[src/rtl/bit_serializer.sv]
// bit_serializer: parallel word to serial bit stream over a valid/ready handshake.
// Optional build macro: SERIALIZER_LSB_FIRST_EN (emit bit 0 first, shift right).
module bit_serializer #(
    parameter int WIDTH = 8
) (
    input  logic             clk,
    input  logic             reset,
    input  logic [WIDTH-1:0] din,
    input  logic             din_valid,
    output logic             din_ready,
    output logic             out,
    output logic             out_valid,
    output logic             last
);

    localparam int CW = (WIDTH > 1) ? $clog2(WIDTH) : 1;
    localparam logic [CW-1:0] LAST_CNT = CW'(WIDTH - 1);

    typedef enum logic {
        IDLE,
        SHIFT
    } state_t;

    state_t           state, state_nxt;
    logic [WIDTH-1:0] hold, hold_nxt;
    logic             hold_valid, hold_valid_nxt;
    logic [WIDTH-1:0] shifter, shifter_nxt;
    logic [CW-1:0]    count, count_nxt;

    logic             at_end;
    logic             head;
    logic [WIDTH-1:0] shifted;
    logic             accept;

    assign at_end    = (count == LAST_CNT);
    assign din_ready = !hold_valid && !reset;
    assign accept    = din_valid && din_ready;

`ifdef SERIALIZER_LSB_FIRST_EN
    assign head    = shifter[0];
    assign shifted = {1'b0, shifter[WIDTH-1:1]};
`else
    assign head    = shifter[WIDTH-1];
    assign shifted = {shifter[WIDTH-2:0], 1'b0};
`endif

    // State and datapath registers with synchronous reset.
    always_ff @(posedge clk) begin
        if (reset) begin
            state      <= IDLE;
            hold       <= '0;
            hold_valid <= 1'b0;
            shifter    <= '0;
            count      <= '0;
        end else begin
            state      <= state_nxt;
            hold       <= hold_nxt;
            hold_valid <= hold_valid_nxt;
            shifter    <= shifter_nxt;
            count      <= count_nxt;
        end
    end

    // Next-state, hold/shifter movement and serial outputs.
    always_comb begin
        state_nxt      = state;
        hold_nxt       = hold;
        hold_valid_nxt = hold_valid;
        shifter_nxt    = shifter;
        count_nxt      = count;
        out            = 1'b0;
        out_valid      = 1'b0;
        last           = 1'b0;

        // Acceptance only happens with hold empty, so it never
        // collides with a hold-to-shifter load below.
        if (accept) begin
            hold_nxt       = din;
            hold_valid_nxt = 1'b1;
        end

        unique case (state)
            IDLE: begin
                if (hold_valid) begin
                    shifter_nxt    = hold;
                    hold_valid_nxt = 1'b0;
                    count_nxt      = '0;
                    state_nxt      = SHIFT;
                end
            end
            SHIFT: begin
                out_valid = 1'b1;
                out       = head;
                last      = at_end;
                if (at_end) begin
                    count_nxt = '0;
                    if (hold_valid) begin
                        // Gapless handoff to the next word.
                        shifter_nxt    = hold;
                        hold_valid_nxt = 1'b0;
                    end else begin
                        shifter_nxt = shifted;
                        state_nxt   = IDLE;
                    end
                end else begin
                    shifter_nxt = shifted;
                    count_nxt   = count + 1'b1;
                end
            end
            default: state_nxt = IDLE;
        endcase
    end

endmodule

[config.mk]
export PLATFORM = sky130hd
export DESIGN_NAME = bit_serializer
export DESIGN_NICKNAME = d
export VERILOG_FILES = /design/src/rtl/bit_serializer.sv
export SDC_FILE = /design/constraint.sdc
export NUM_CORES = 1
export LEC_CHECK = 0
export ABC_AREA = 1
export CAP_MARGIN = 20
export CORE_UTILIZATION = 40
export CTS_CLUSTER_DIAMETER = 120
export DETAILED_ROUTE_END_ITERATION = 16
export PLACE_DENSITY = 0.69
export SLEW_MARGIN = 20
export SYNTH_ARGS = -nofsm -noshare
export SYNTH_HDL_FRONTEND = slang
export SYNTH_SLANG_ARGS = --single-unit
[constraint.sdc]
create_clock -name clk -period 2.05 [get_ports clk]
set_clock_uncertainty 0.2 [all_clocks]
set_input_delay 0.41 -clock clk [delete_from_list [all_inputs] [get_ports clk]]
set_output_delay 0.41 -clock clk [all_outputs]
set_load 0.05 [all_outputs]
==> results.md <==
- Worst-Margin Slew: 0.479 ns
- Via count: 804
- Worst vdd ir: 0.420 mV
- PD cells: a little over 700 nW/um^2
- Post-route setup TNS: 0 ns
- Slew Viols, Final: 0
- Count leader, synth: nand2_1
- HPWL after DPL: 1270 um
- Pin count of the biggest net entering global routing: 16
- Nets@finish: around 160
- Vias in the first global route: roughly 710
- Post-CTS Setup Repair Bufs: 0
- Hold Buf Count CTS: 0
- Arrival @ worst endpoint: around 1.4 ns
- Post-synth EDFFs: 0
- Die height: just over 50 um
- Post-synth top area cell: dfxtp_1
- Fillers: about 230
- Hold_sp: shifter[0]$_SDFFE_PP0P_
- CTS Buffer Depth: 2
- TritonCTS Sinks: 21
- Synthesized flop and latch total: 21
- WL per Instance: 9.56 um
- Post-CTS Resized: 0
- Peak fanout along the critical path: 3
- Setup CP Type: register to output pin
- Area occupied by multi-input gates: 433 sq um
- DIE WIDTH: ~50 um
- Gate Count Post-Synth: 130
- Final setup margin: 0.0932 ns
- Cells after DPL: 170
- Final setup fails: 0
- Outcome: finished clean
- Post-synthesis async set-or-reset flop share: 0%
- Top-area cell type share of the netlist area: 44.7%
- Fin crit share: 95.5%
- Achievable frequency: 511 MHz
- Worst setup SP type: register
- Unrepaired setup endpoints after global routing: false
- Root Driver: clkbuf_4
- Critical path required time: between 1 and 1.5 ns
- Max Cap Violations: 0
- Yosys warns: 0
- Buf/Inv on CP: 2
- Crit path launch: count[0]$_SDFFE_PP0P_
- Initial antenna violation count: 0
- Hold Vio Cnt, Final: 0
- Internal reg-to-reg setup slack: 0.40 ns
- GR Util All Layers: between 10 and 15%
- Core area: 2210 sq um
- Drt total wl: about 1700 um
- Grt total ovfl: 0
- Post-synth top cells: nand2_1 (38), nand3_1 (23), dfxtp_1 (21)
- Finished Layout Cells: 174
- Syn Area/Cell: 7.23 sq um
- Synth cell types: 14
- DRT Pass-1 Iters: 4
- Routability cong.: ~0.75
- CTS Buf Count: 3
- Antenna fix cells: 0
- Latest clock arrival within the worst-skew pair: about 0.3 ns
- FP Rows: 17
- Syn Std Cell Area: 940 sq um
- I/O Pins: 15
- DR DRC count: 0
- CP Capture Type: output pin
- Via density: 4.62
- Largest delay share family, worst path: flip-flops
- Primary flip-flop cell chosen by synthesis mapping: dfxtp_1
- Register area share after synthesis: 44.7%
- First-pass GRT wire length: a little under 3000 um
- Antenna-violating nets left: 0
- Design area: 1160 sq um
- Mapped Nets: 144
- Seq. cell area: about 420 sq um
- Worst flop-to-flop path startpoint: count[0]$_SDFFE_PP0P_
- Cells along the critical path: ha_1 > ha_1 > nand2_1 > inv_1 > buf_12
- Worst path slowest cell: dfxtp_1
- Worst-path clk slew: 0.12 ns
- I/O Buffers: 14
- Initial drt markers: 7
- Area grow syn2layout: 23.4%
- Lkg Pwr: 0.000565 uW
- CTS tree: done
- Synth top area cells: dfxtp_1 (45%), nand2_1 (15%), nand3_1 (12%), nor2_1 (6.0%), inv_1 (4.8%)
- Layout cells sized above 1: 12.3%
- HP Class: register to register
- Place WS: around 0.13 ns
- Starting density of the core: 42.5%
- Die area: 2550 sq um
- Worst slew margin: 68.0%
- Core Util, Final: between 50% and 60%
- Max incr delay on CP: 0.39 ns
- CP dominant cell by count: ha_1
- H-tree Lvls: 1
- Crit path time final: 1.96 ns
- Area after DPL: approximately 1100 sq um
area by class of cell:
| class | count | share of cell area [%] |
|---|---|---|
| timing repair buffer | 15 | 16.2 |
| clock inverter | 1 | 0.432 |
| clock buffer | 3 | 1.94 |
| sequential | 21 | 36.2 |
| inverter | 15 | 4.85 |
| multi-input combinational | 91 | 37.3 |
| tap | 28 | 3.02 |
logic make-up (layout without fill, tap and decap cells):
family / after synthesis / in the layout / share of synthesized area [%]
AO/OA/AOI/OAI: 7 / 7 / 4.79
adder cells (fa/ha/maj): 3 / 3 / 4.00
buffers and inverters: 18 / 34 / 9.19
flip-flops: 21 / 21 / 44.7
AND/OR/NAND/NOR: 81 / 81 / 37.3
cells in the final DEF, fill, tap and decap left out:
cell and instances:
clkinv_2 1, nand3_1 23, a211oi_2 1, buf_4 1, inv_2 3, dfxtp_1 21, clkdlybuf4s50_1 10, a21oi_1 5
buf_12 4, clkbuf_4 3, ha_1 3, nand2_2 4, nor2_1 15, o31ai_1 1, nand2_1 38, inv_1 12
nor2_4 1
tightest hold or removal path, delay by kind of cell (launching register included):
family	cells	cell delay, ns
flip-flops	1	0.33
AND/OR/NAND/NOR	1	0.06
AO/OA/AOI/OAI	1	0.05
where the power goes:
part	leakage (uW)	internal (uW)	total (uW)	switching, uW
registers	0.000173	442	467	24.8
clock network	0.0000177	72.5	194	122
logic	0.000374	72.5	165	92.6
total	0.000565	587	826	239
stage by stage:
stage	power [uW]	hold WS, ns
global placement	637	0.252
detailed placement	642	0.259
global route	881	0.292
finish	826	0.274
floorplan	589	0.242
CTS	834	0.277
final timing paths:
check,to,cells past startpoint
hold reg to reg,shifter[0]$_SDFFE_PP0P_,2
setup / recovery,last,5
hold / removal,shifter[0]$_SDFFE_PP0P_,2
setup reg to reg,shifter[3]$_SDFFE_PP0P_,9
routing by layer:
layer | wire length [um] | global-route usage, %
met3 | 42 | 1.82
met4 | 15 | 4.17
met5 | 0 | 0
met2 | 823 | 26.4
met1 | 781 | 18.9
flip-flops by register name, summed over array words and instances, names as in the netlist:
signal / flops
count: 3
hold: 8
hold_valid: 1
shifter: 8
state: 1
Note: power is estimated with default switching activity, not from simulation.
